[src/rtl/sync_align_if.sv]
// Bundle of the offset-stage handshake, the incoming ECG sample stream and
// the aligned-frame outputs of sync_align. The block itself sits on the
// slave side; whatever feeds and observes it uses the master side.
interface sync_align_if #(
    parameter int DATA_W      = 16,
    parameter int LOG2_WIN    = 10,
    parameter int FRAME_CNT_W = 8
);
    // Offset stage handshake
    logic                       offset_vld;
    logic [DATA_W-1:0]          offset_i;

    // Raw sample stream
    logic                       data_vld_i;
    logic signed [DATA_W-1:0]   data_i;

    // Aligned frame stream and status
    logic                       data_vld_o;
    logic signed [DATA_W-1:0]   data_o;
    logic                       frame_start_o;
    logic                       frame_end_o;
    logic [LOG2_WIN-1:0]        sample_idx_o;
    logic [FRAME_CNT_W-1:0]     frame_cnt_o;
    logic                       align_busy_o;
    logic                       align_done_o;
    logic                       offset_err_o;

    modport master (
        output offset_vld, offset_i, data_vld_i, data_i,
        input  data_vld_o, data_o, frame_start_o, frame_end_o, sample_idx_o,
               frame_cnt_o, align_busy_o, align_done_o, offset_err_o
    );

    modport slave (
        input  offset_vld, offset_i, data_vld_i, data_i,
        output data_vld_o, data_o, frame_start_o, frame_end_o, sample_idx_o,
               frame_cnt_o, align_busy_o, align_done_o, offset_err_o
    );
endinterface

[src/rtl/sync_align.sv]
// sync_align: waits for the sync offset stage to report an offset, drops that
// many leading samples, then re-emits the ECG stream as back-to-back frames of
// TMP_WINDOW_LENGTH samples with start/end strobes, an in-frame index and a
// saturating frame counter. A run ends after NUM_FRAMES frames (0 = never).
module sync_align #(
    parameter int DATA_W            = 16,
    parameter int TMP_WINDOW_LENGTH = 800,
    parameter int LOG2_WIN          = 10,
    parameter int NUM_FRAMES        = 8,
    parameter int FRAME_CNT_W       = 8
) (
    input  logic        clk,
    input  logic        reset_n,
    input  logic        align_clr,
    sync_align_if.slave bus
);
    typedef enum logic [1:0] {
        IDLE   = 2'd0,
        SKIP   = 2'd1,
        STREAM = 2'd2
    } state_t;

    localparam logic [DATA_W-1:0]   WIN_D    = DATA_W'(TMP_WINDOW_LENGTH);
    localparam logic [LOG2_WIN-1:0] IDX_LAST = LOG2_WIN'(TMP_WINDOW_LENGTH - 1);

    state_t              state;
    logic [LOG2_WIN-1:0] off_r;
    logic [LOG2_WIN-1:0] skip_cnt;
    logic [LOG2_WIN-1:0] idx;

    // Offsets that would skip a whole window or more are pulled back to the
    // last in-window position, so off_r always fits the index width.
    function automatic logic [LOG2_WIN-1:0] clamp_offset(input logic [DATA_W-1:0] off);
        if (off >= WIN_D) return IDX_LAST;
        return off[LOG2_WIN-1:0];
    endfunction

    // Frame counter sticks at all-ones instead of wrapping.
    function automatic logic [FRAME_CNT_W-1:0] sat_inc(input logic [FRAME_CNT_W-1:0] v);
        return (&v) ? v : v + FRAME_CNT_W'(1);
    endfunction

    // True when the frame ending now is frame NUM_FRAMES of the run. The
    // compare is done one bit wider than the counter so a full counter does
    // not alias back to a small frame number.
    function automatic logic run_complete(input logic [FRAME_CNT_W-1:0] cnt);
        if (NUM_FRAMES == 0) return 1'b0;
        return ({1'b0, cnt} + (FRAME_CNT_W+1)'(1)) == (FRAME_CNT_W+1)'(NUM_FRAMES);
    endfunction

    // Control FSM together with the registered output stage (1 clk latency)
    always_ff @(posedge clk or negedge reset_n) begin
        if (!reset_n) begin
            state             <= IDLE;
            off_r             <= '0;
            skip_cnt          <= '0;
            idx               <= '0;
            bus.data_vld_o    <= 1'b0;
            bus.data_o        <= '0;
            bus.frame_start_o <= 1'b0;
            bus.frame_end_o   <= 1'b0;
            bus.sample_idx_o  <= '0;
            bus.frame_cnt_o   <= '0;
            bus.align_busy_o  <= 1'b0;
            bus.align_done_o  <= 1'b0;
            bus.offset_err_o  <= 1'b0;
        end else if (align_clr) begin
            state             <= IDLE;
            off_r             <= '0;
            skip_cnt          <= '0;
            idx               <= '0;
            bus.data_vld_o    <= 1'b0;
            bus.data_o        <= '0;
            bus.frame_start_o <= 1'b0;
            bus.frame_end_o   <= 1'b0;
            bus.sample_idx_o  <= '0;
            bus.frame_cnt_o   <= '0;
            bus.align_busy_o  <= 1'b0;
            bus.align_done_o  <= 1'b0;
            bus.offset_err_o  <= 1'b0;
        end else begin
            // Strobes are single-cycle unless re-asserted below
            bus.data_vld_o    <= 1'b0;
            bus.frame_start_o <= 1'b0;
            bus.frame_end_o   <= 1'b0;
            bus.align_done_o  <= 1'b0;

            case (state)
                IDLE: begin
                    // Busy stays up through the cycle carrying the final
                    // frame end and drops on the first full idle cycle.
                    bus.align_busy_o <= bus.offset_vld;
                    if (bus.offset_vld) begin
                        off_r           <= clamp_offset(bus.offset_i);
                        skip_cnt        <= '0;
                        idx             <= '0;
                        bus.frame_cnt_o <= '0;
                        if (bus.offset_i >= WIN_D) bus.offset_err_o <= 1'b1;
                        // The sample arriving with offset_vld is never counted
                        state <= (clamp_offset(bus.offset_i) == '0) ? STREAM : SKIP;
                    end
                end

                SKIP: begin
                    if (bus.data_vld_i) begin
                        if (skip_cnt == off_r - LOG2_WIN'(1)) begin
                            skip_cnt <= '0;
                            state    <= STREAM;
                        end else begin
                            skip_cnt <= skip_cnt + LOG2_WIN'(1);
                        end
                    end
                end

                STREAM: begin
                    if (bus.data_vld_i) begin
                        bus.data_vld_o    <= 1'b1;
                        bus.data_o        <= bus.data_i;
                        bus.sample_idx_o  <= idx;
                        bus.frame_start_o <= (idx == '0);
                        if (idx == IDX_LAST) begin
                            bus.frame_end_o <= 1'b1;
                            bus.frame_cnt_o <= sat_inc(bus.frame_cnt_o);
                            idx             <= '0;
                            if (run_complete(bus.frame_cnt_o)) begin
                                bus.align_done_o <= 1'b1;
                                state            <= IDLE;
                            end
                        end else begin
                            idx <= idx + LOG2_WIN'(1);
                        end
                    end
                end

                default: state <= IDLE;
            endcase
        end
    end
endmodule

[src/flat_wrapper.sv]
// flat-port wrapper written by rule: the top's interface ports become plain ports
module sync_align_flat 
#(
    parameter int DATA_W            = 16,
    parameter int TMP_WINDOW_LENGTH = 800,
    parameter int LOG2_WIN          = 10,
    parameter int NUM_FRAMES        = 8,
    parameter int FRAME_CNT_W       = 8
)
  (clk, reset_n, align_clr, bus_offset_vld, bus_offset_i, bus_data_vld_i, bus_data_i, bus_data_vld_o, bus_data_o, bus_frame_start_o, bus_frame_end_o, bus_sample_idx_o, bus_frame_cnt_o, bus_align_busy_o, bus_align_done_o, bus_offset_err_o);
  sync_align_if #(.DATA_W(DATA_W), .LOG2_WIN(LOG2_WIN), .FRAME_CNT_W(FRAME_CNT_W)) bus_i ();
  input  logic clk;
  input  logic reset_n;
  input  logic align_clr;
  input wire logic [$bits(bus_i.offset_vld)-1:0] bus_offset_vld;
  input wire logic [$bits(bus_i.offset_i)-1:0] bus_offset_i;
  input wire logic [$bits(bus_i.data_vld_i)-1:0] bus_data_vld_i;
  input wire logic [$bits(bus_i.data_i)-1:0] bus_data_i;
  output wire logic [$bits(bus_i.data_vld_o)-1:0] bus_data_vld_o;
  output wire logic [$bits(bus_i.data_o)-1:0] bus_data_o;
  output wire logic [$bits(bus_i.frame_start_o)-1:0] bus_frame_start_o;
  output wire logic [$bits(bus_i.frame_end_o)-1:0] bus_frame_end_o;
  output wire logic [$bits(bus_i.sample_idx_o)-1:0] bus_sample_idx_o;
  output wire logic [$bits(bus_i.frame_cnt_o)-1:0] bus_frame_cnt_o;
  output wire logic [$bits(bus_i.align_busy_o)-1:0] bus_align_busy_o;
  output wire logic [$bits(bus_i.align_done_o)-1:0] bus_align_done_o;
  output wire logic [$bits(bus_i.offset_err_o)-1:0] bus_offset_err_o;
  assign bus_i.offset_vld = bus_offset_vld;
  assign bus_i.offset_i = bus_offset_i;
  assign bus_i.data_vld_i = bus_data_vld_i;
  assign bus_i.data_i = bus_data_i;
  assign bus_data_vld_o = bus_i.data_vld_o;
  assign bus_data_o = bus_i.data_o;
  assign bus_frame_start_o = bus_i.frame_start_o;
  assign bus_frame_end_o = bus_i.frame_end_o;
  assign bus_sample_idx_o = bus_i.sample_idx_o;
  assign bus_frame_cnt_o = bus_i.frame_cnt_o;
  assign bus_align_busy_o = bus_i.align_busy_o;
  assign bus_align_done_o = bus_i.align_done_o;
  assign bus_offset_err_o = bus_i.offset_err_o;
  sync_align #(.DATA_W(DATA_W), .TMP_WINDOW_LENGTH(TMP_WINDOW_LENGTH), .LOG2_WIN(LOG2_WIN), .NUM_FRAMES(NUM_FRAMES), .FRAME_CNT_W(FRAME_CNT_W)) u_core (.clk(clk), .reset_n(reset_n), .align_clr(align_clr), .bus(bus_i));
endmodule
[config.mk]
export PLATFORM = sky130hd
export DESIGN_NAME = sync_align_flat
export DESIGN_NICKNAME = d
export VERILOG_FILES = /design/src/rtl/sync_align_if.sv /design/src/rtl/sync_align.sv /design/src/flat_wrapper.sv
export SDC_FILE = /design/constraint.sdc
export NUM_CORES = 1
export LEC_CHECK = 0
export BUFFER_PORTS_ARGS = -buffer_cell sky130_fd_sc_hd__buf_2
export CAP_MARGIN = 20
export CORE_MARGIN = 3
export CORE_UTILIZATION = 52
export DETAILED_ROUTE_END_ITERATION = 10
export PLACE_DENSITY_LB_ADDON = 0.2
export REMOVE_ABC_BUFFERS = 1
export SLEW_MARGIN = 20
export SYNTH_ARGS = -nofsm -noshare
export SYNTH_HDL_FRONTEND = slang
export SYNTH_SLANG_ARGS = --single-unit
export TNS_END_PERCENT = 20
[constraint.sdc]
create_clock -name clk -period 2.9 [get_ports clk]
set_input_delay 0.435 -clock clk [delete_from_list [all_inputs] [get_ports clk]]
set_output_delay 0.435 -clock clk [all_outputs]
set_load 0.05 [all_outputs]
After elaboration in Yosys (flattened, before gate mapping)

Index checks and enable logic that the tools add are counted.

Logic and storage cells: 110
Flip-flop bits (word level): 72
Output and inout bits: 40
Input bits: 37

Reduce and logical (&&, ||, !) cells: 18
Add/sub/neg operators: 5
Equal/unequal tests: 12
Multiplexer cells: 61
$lt $le $gt $ge: 1

Operators by type and width:

| operator                                                                              | count |
|---|---|
| 10-bit two-way mux                                                                    | 16 |
| 16-bit two-way mux                                                                    | 3 |
| 8-bit two-way mux                                                                     | 5 |
| 10-bit one-hot mux with 2 select lines                                                | 2 |
| 1-bit two-way mux                                                                     | 25 |
| 10-bit by 1-bit adder with 10-bit output, second input constant                       | 2 |
| 10-bit zero test                                                                      | 2 |
| 16-bit by 10-bit greater-or-equal comparator with 1-bit output, second input constant | 1 |
| 2-bit two-way mux                                                                     | 8 |
| 8-bit one-hot mux with 2 select lines                                                 | 1 |
| 3-bit inequality test, second input constant                                          | 4 |
| 10-bit == test                                                                        | 1 |
| 10-bit == test, second input constant                                                 | 1 |
| 2-bit nonzero test                                                                    | 5 |
| 10-bit by 1-bit subtractor with 10-bit output, second input constant                  | 1 |
| 8-bit by 1-bit adder with 9-bit output, second input constant                         | 1 |
| 9-bit by 4-bit == test with 1-bit output, second input constant                       | 1 |
| 3-bit by 2-bit inequality test with 1-bit output, second input constant               | 3 |
| 3-bit AND reduction                                                                   | 3 |
| 8-bit by 1-bit adder with 8-bit output, second input constant                         | 1 |
| 8-bit AND reduction                                                                   | 1 |
| 2-bit one-hot mux with 3 select lines                                                 | 1 |
| 6-bit AND reduction                                                                   | 1 |
| 3-bit nonzero test                                                                    | 2 |
| other kinds (5)                                                                       | 6 |

Logic depth before layout (Yosys ltp)

Gate-level depths: netlist of the first run.

Word-level depth: 14
Depth in mapped cells: 9
Gate-level depth less buffers: 9

Worst setup path after synthesis of the first run

OpenSTA, ideal clock, no wires.

Path type: register -> register
Start: register u_core.off_r[0]
End: register u_core.skip_cnt[4]
Setup time: 0.135 ns
Data arrival time: 1.890 ns
Cell stages (with the launch flop): 9
Required time: 2.765 ns
Path buffers: 0
Setup slack: 0.875 ns
Period minus slack after synthesis: 2.025 ns
Path through: dfrtp_1 inv_1 ha_1 xnor2_1 a211o_1 nor4_1 nand4_2 nor2_1 o211ai_1

Cells in the longest elaborated chain, start to end: 6

Ends and longest elaborated chain:

| what                                          | line              | source |
|---|---|---|
| from (decl)                                   | sync_align.sv:27  | `logic [LOG2_WIN-1:0] off_r;` |
| from (signal assigned)                        | sync_align.sv:94  | `off_r <= clamp_offset(bus.offset_i);` |
| 10-bit by 1-bit subtractor with 10-bit output | sync_align.sv:106 | `if (skip_cnt == off_r - LOG2_WIN'(1)) begin` |
| 10-bit == test                                | sync_align.sv:106 |  |
| 10-bit two-way mux                            | sync_align.sv:106 |  |
| 10-bit two-way mux                            | sync_align.sv:105 | `if (bus.data_vld_i) begin` |
| 10-bit one-hot mux with 2 select lines        | sync_align.sv:88  | `case (state)` |
| 10-bit two-way mux                            | sync_align.sv:67  | `end else if (align_clr) begin` |
| to (signal assigned)                          | sync_align.sv:110 | `skip_cnt <= skip_cnt + LOG2_WIN'(1);` |
| to (decl)                                     | sync_align.sv:28  | `logic [LOG2_WIN-1:0] skip_cnt;` |

No other way between the ends. The select of a mux whose other input is x is not followed.
A chain may end at the register's enable or synchronous reset.

Final worst setup path of the first run

Start: register u_core.off_r[0]
End: register u_core.skip_cnt[8]

Same word-level chain as after synthesis.

==> flow_summary.json, run 1 <==
{
  "status": "completed",
  "core_mm2": 0.006832,
  "dieArea_mm2": 0.008119,
  "grt_max_degree": 46,
  "slew_viol_final": 0,
  "cts_max_level": 3,
  "clock_buffers_created_by_tritoncts": 9,
  "worst-setup-path-type": "flip-flop to flip-flop",
  "antenna_cells_inserted": 0,
  "post_cts.repair.setup_buffers": 0,
  "ant_nets": 0,
  "rsz_0062_raised_after_global_routing": "no",
  "p_leak_nw": 2.144,
  "critPathArrivalTime_ns": 2.58,
  "initial_core_util_pct": 53.85,
  "syn-instance-count": 378,
  "synth.distinct_cells": 56,
  "top_level_ports": 77,
  "final.hold.worst_slack_ns": 0.1112,
  "dpl.hpwl_mm": 6.144,
  "area_delta_synth_final_pct": 18.84,
  "fmax_mhz": 422.7,
  "cts-root-to-sink-buffers": 2,
  "hold_class": "input pin to async pin",
  "final_layout_size_suffix_gt1_share_pct": 23.43,
  "critical_path_required_ns": 3.11,
  "totalWireLength_mm": 8.454,
  "critical_path.max_fanout": 6,
  "hold_buffers": 0,
  "cts_num_sinks": 72,
  "grt_antenna_before_repair": 0,
  "finalClockSkew_ns": 0.009183,
  "ys_async_sr_fraction_pct": 100.0,
  "track_usage_pct": 21.60,
  "finalHoldViolCount": 0,
  "ys.flop_type": "dfrtp_1",
  "ys_ff_latch": 72,
  "clkLatencyLatePin_ns": 0.35,
  "number_of_design_rule_violations_left_after_detail_routing": 0,
  "fin_nets": 498,
  "clockRootBuffer": "clkbuf_8",
  "globalplace.congestion": 0.8798,
  "worstSetupStartpointType": "flip-flop",
  "final.setup.tns_ns": 0,
  "synth_edf_count": 0,
  "vdd_ir_drop_max_mv": 0.3142,
  "cts_tree": "done",
  "setup_viol": 0,
  "syn-cell-area_mm2": 0.003679,
  "first_global_vias": 3013,
  "rows": 30,
  "die_h_um": 90.11,
  "synth-seq-area-share_pct": 48.98,
  "cts.repair.resized": 0,
  "setup.worst_path.end_class": "flip-flop",
  "wire_length_of_the_first_global_routing_pass_mm": 14.54,
  "drt_pre_antenna_iters": 4,
  "power_per_cell_area_mw_per_mm2": 497.9,
  "via_per_inst": 5.645,
  "overflow": 0,
  "number_of_warnings_printed_during_yosys_synthesis": 0,
  "synthesis.area_per_instance_um2": 9.732,
  "clkSlewWorstSetupHoldPaths_ns": 0.08,
  "tightestPinTransition_ns": 0.9168,
  "max_cap_viol_count": 0,
  "route.detailed.wl_per_inst_um": 15.18,
  "detail_route.iter0.violations": 169,
  "numPortBuffers": 76,
  "fp.dieW_um": 90.11,
  "timing.final.crit_period_ns": 2.366,
  "vias": 3144,
  "max_slew_margin_pct": 38.02,
  "period_share_pct": 81.57
}
==> kinds of logic after synthesis <==
logic type	Yosys count	synth area share, %
buffers and inverters	24	2.551
XOR/XNOR	24	5.714
multiplexers	1	0.3061
adder cells (fa/ha/maj)	5	1.701
AO/OA/AOI/OAI	105	19.90
AND/OR/NAND/NOR	147	20.85
flip-flops	72	48.98
==> critical path, cell delays in order, from the launching register on <==
cell and delay (ns):
dfrtp_1 0.44, inv_1 0.07, ha_1 0.30, xnor2_1 0.13, a211o_1 0.28, nor4_1 0.25, nand4_2 0.26, nor2_1 0.34
o21ai_0 0.16
==> final timing paths <==
check | from | endpoint | slack [ns] | cells past startpoint
min | reset_n | u_core.off_r[6] | 0.11 | 1
min in group clk | bus_data_i[2] | u_core.bus.data_o[2] | 0.30 | 2
max in group asynchronous | reset_n | u_core.idx[9] | 2.13 | 2
max reg2reg | u_core.off_r[0] | u_core.skip_cnt[8] | 0.53 | 8
min reg2reg | u_core.bus.sample_idx_o[1] | u_core.bus.sample_idx_o[1] | 0.48 | 2
max | u_core.off_r[0] | u_core.skip_cnt[8] | 0.53 | 8
==> metrics by stage <==
| step | power, mW | area (um^2) | utilization, % | worst slack (ns) | cells |
|---|---|---|---|---|---|
| after detailed placement | 1.391 | 4169 | 61.03 | 0.5847 | 541 |
| final | 2.177 | 4372 | 63.99 | 0.5343 | 557 |
| after global routing | 2.263 | 4372 | 63.99 | 0.3160 | 557 |
| after CTS | 2.196 | 4372 | 63.99 | 0.5755 | 557 |
| after global placement | 1.382 | 4169 | 61.03 | 0.7008 | 541 |
| after floorplan | 1.280 | 3626 | - | 0.8753 | 365 |
==> cell type report <==
| cell class | instances | area (um^2) |
|---|---|---|
| inverter | 11 | 41.29 |
| multi-input combinational | 282 | 1783 |
| tap | 96 | 120.1 |
| clock buffer | 9 | 123.9 |
| clock inverter | 7 | 78.83 |
| sequential | 72 | 1802 |
| timing repair buffer | 80 | 422.9 |
| fill | 598 | 2460 |
==> metal layers <==
metal  track usage (%)  up-vias  wire length [um]
met5                 0        -                 0
met4             7.908        0               125
met3             4.017       11               332
met2             35.59       73              4223
met1             28.54     1520              3773
li1                  -     1540                 -
==> registers in the layout (all words and copies together) (netlist names), 2 cells and up <==
name	count
u_core.bus.data_o	16
u_core.skip_cnt	10
u_core.bus.frame_cnt_o	8
u_core.off_r	10
u_core.bus.sample_idx_o	10
u_core.state	2
u_core.idx	10
==> synth_stat cells (3+ instances only) <==
cell      count  share of area [%]
o21ai_0      39                5.3
buf_2         3               0.41
dfrtp_1      72                 49
nor3_1        8                1.1
and3_1        8                1.4
or4_1         4               0.82
nand2_1      48                4.9
nand3b_1      3               0.61
nand4_1       3               0.51
a21oi_1      11                1.5
xnor2_1      13                3.1
a22o_1       27                6.4
nor2b_1       4               0.68
nor2_1       22                2.2
xor2_1       11                2.6
ha_1          5                1.7
nand3_1      16                2.2
inv_1        10                1.0
clkbuf_1      9               0.92
nor3b_1       3               0.61
nand2b_1      5               0.85
a21o_1        3               0.61
o31ai_1       6                1.2
nor4_1        7                1.2
==> power breakdown <==
group	switching, mW	total, mW	internal [mW]
clock	0.399	0.805	0.406
combinational	0.192	0.306	0.114
sequential	0.0359	1.07	1.03
==> cell usage in the layout, fill, tap and decap left out, types with 3 or more instances in the layout <==
cell type and count:
inv_1 10, xor2_1 11, ha_1 5, o21ai_0 39, a21oi_1 11, or4_1 4
nor3_1 8, xnor2_1 13, nor2b_1 4, nand2_1 48, clkbuf_8 9, dfrtp_1 72
a21o_1 3, nand3b_1 3, nand3_1 16, buf_2 76, o31ai_1 6, nand4_1 3
a22o_1 27, and3_1 8, nor4_1 7, nand2b_1 5, clkinv_4 3, nor2_1 22
buf_4 3, nor3b_1 3
(Power assumes the default switching activity.)
==> inputs of run 2 (changes only) <==
CORE_UTILIZATION = 49   (was 52)
clock period = 1.9 ns   (was 2.9 ns; I/O delays follow)
==> run 2 against run 1 <==
The flow now finishes with violations (negative setup slack); clock-buffer cell count unchanged; cell area up 8.9%; via count up 7.9%; non-clock buffer count up 45; setup slack worse by 0.78 ns; clock skew up 0.0024 ns; highest routed layer unchanged; critical path depth unchanged; global-route usage up 1.2 points; sequential share of layout area down 3.4 points; total power up 54%; die area up 5.7%.
==> flow_summary.json, run 2 (synthesis gave the netlist of run 1 again) <==
{
  "setup.worst_path.end_class": "flip-flop",
  "slew_viol_final": 0,
  "max_slew_margin_pct": 56.17,
  "route.detailed.wl_per_inst_um": 15.78,
  "multiInputGateArea_mm2": 0.001833,
  "grtUsageMet3_pct": 3.574,
  "clkSlewWorstSetupHoldPaths_ns": 0.10,
  "finalHoldViolCount": 0,
  "rsz_0062_raised_after_global_routing": "yes",
  "globalplace.congestion": 0.8672,
  "layoutNonFillerInstCount": 602,
  "critPathArrivalTime_ns": 2.36,
  "grt.met1_usage_pct": 31.27,
  "area_delta_synth_final_pct": 29.42,
  "number_of_design_rule_violations_left_after_detail_routing": 0,
  "grt_max_degree": 31,
  "wire_length_of_the_first_global_routing_pass_mm": 15.82,
  "post-route-util_pct": 67.83,
  "antenna_cells_inserted": 0,
  "largest_register_ffs": 16,
  "cts_max_level": 3,
  "mostFrequentLayoutCells": "buf_2 (76), dfrtp_1 (72), nand2_1 (48)",
  "worst-setup-path-type": "flip-flop to flip-flop",
  "grt_antenna_before_repair": 0,
  "worstSetupStartpointType": "flip-flop",
  "p_leak_nw": 2.368,
  "clock_buffers_created_by_tritoncts": 9,
  "rows": 30,
  "final_layout_size_suffix_gt1_share_pct": 31.62,
  "preCtsSetupSlack_ns": -0.2594,
  "layout.area.seq_mm2": 0.001802,
  "vdd_ir_drop_max_mv": 0.4268,
  "fin_nets": 543,
  "drt_pre_antenna_iters": 5,
  "worstHoldPathCells": 2,
  "critical_path_required_ns": 2.11,
  "detail_route.iter0.violations": 198,
  "layout.cells.most_common": "buf_2",
  "grtUsageMet2_pct": 38.55,
  "finalClockSkew_ns": 0.01163,
  "failed_checks": "negative setup slack",
  "die_h_um": 92.65,
  "cts_num_sinks": 72,
  "numPortBuffers": 76,
  "final.hold.worst_slack_ns": 0.1499,
  "setup_viol": 12,
  "cts_tree": "done",
  "design_power_total_mw": 3.359,
  "ant_nets": 0,
  "dpl.hpwl_mm": 6.887,
  "registers.top_by_ff_count": "u_core.bus.data_o",
  "first_global_vias": 3312,
  "vias": 3391,
  "dpl-instance-area_mm2": 0.004504,
  "final.setup.tns_ns": -2.347,
  "clkLatencyLatePin_ns": 0.35,
  "core_mm2": 0.007019,
  "via_per_inst": 5.633,
  "place_inst": 584,
  "tightestPinTransition_ns": 0.6575,
  "filler_cell_count": 588,
  "overflow": 0,
  "r2r.worst_path.cells": 8,
  "critical_path.max_fanout": 5,
  "track_usage_pct": 22.78,
  "period_share_pct": 112.9,
  "grt-busiest-layer": "met2",
  "fp.dieW_um": 92.65,
  "hold_class": "input pin to flip-flop",
  "fmax_mhz": 466.3,
  "dieArea_mm2": 0.008583,
  "status": "finished with violations",
  "initial_core_util_pct": 52.41,
  "clockRootBuffer": "clkbuf_8",
  "max_cap_viol_count": 0,
  "top_level_ports": 77,
  "fin_area_mm2": 0.004761,
  "setup_ws_ns": -0.2447,
  "timing.final.crit_period_ns": 2.145,
  "power_per_cell_area_mw_per_mm2": 705.5,
  "totalWireLength_mm": 9.499,
  "cts-root-to-sink-buffers": 2
}
## run 2: cell count changes in the layout (fill, tap and decap cells not counted), moves of 2 or more
cell and change:
buf_4 +42, clkinv_4 -2, clkinvlp_4 +2, nor3_1 -3, nor3_2 +3, o21ai_0 -6
o21ai_1 +6
## run 2: layout make-up
type	count	share of cell area [%]
multi-input combinational	282	38.50
sequential	72	37.84
timing repair buffer	125	16.37
clock buffer	9	2.602
tap	96	2.523
clock inverter	7	1.288
inverter	11	0.8673
## run 2: where the power goes
part | switching, mW | internal, mW | leakage [nW]
logic | 0.343 | 0.241 | 1.29
registers | 0.0449 | 1.57 | 0.994
clock network | 0.659 | 0.499 | 0.0888
## run 2: critical path, cell delays in order, from the launching register on
cell and delay, ns:
dfrtp_1 0.35, inv_1 0.04, ha_1 0.29, xnor2_1 0.13, a211o_1 0.28, nor4_2 0.20
nand4_2 0.26, o21ai_0 0.31, o311ai_2 0.15
## run 2: repair_timing
item | in CTS | in global routing
gates resized for setup | 9 | 9
setup endpoints to repair | 13 | 22
setup buffers | 1 | 0
pin swaps | 6 | 4
hold buffers | 1 | 0
hold endpoints to repair | 22 | 0
## run 2: worst paths after layout
check | to | start | slack (ns)
max | u_core.skip_cnt[2] | u_core.off_r[0] | -0.24
min | u_core.bus.data_o[7] | bus_data_i[7] | 0.15
max reg2reg | u_core.skip_cnt[2] | u_core.off_r[0] | -0.24
min reg2reg | u_core.bus.sample_idx_o[1] | u_core.bus.sample_idx_o[1] | 0.49
max in group asynchronous | u_core.bus.sample_idx_o[3] | reset_n | 0.80
min in group asynchronous | u_core.off_r[1] | reset_n | 0.51
## run 2: routing by layer
metal  wire length (um)  share of wire [%]
met1               4290                 45
met2               4721                 50
met3                437                4.6
met4                 50               0.53
met5                  0                  0
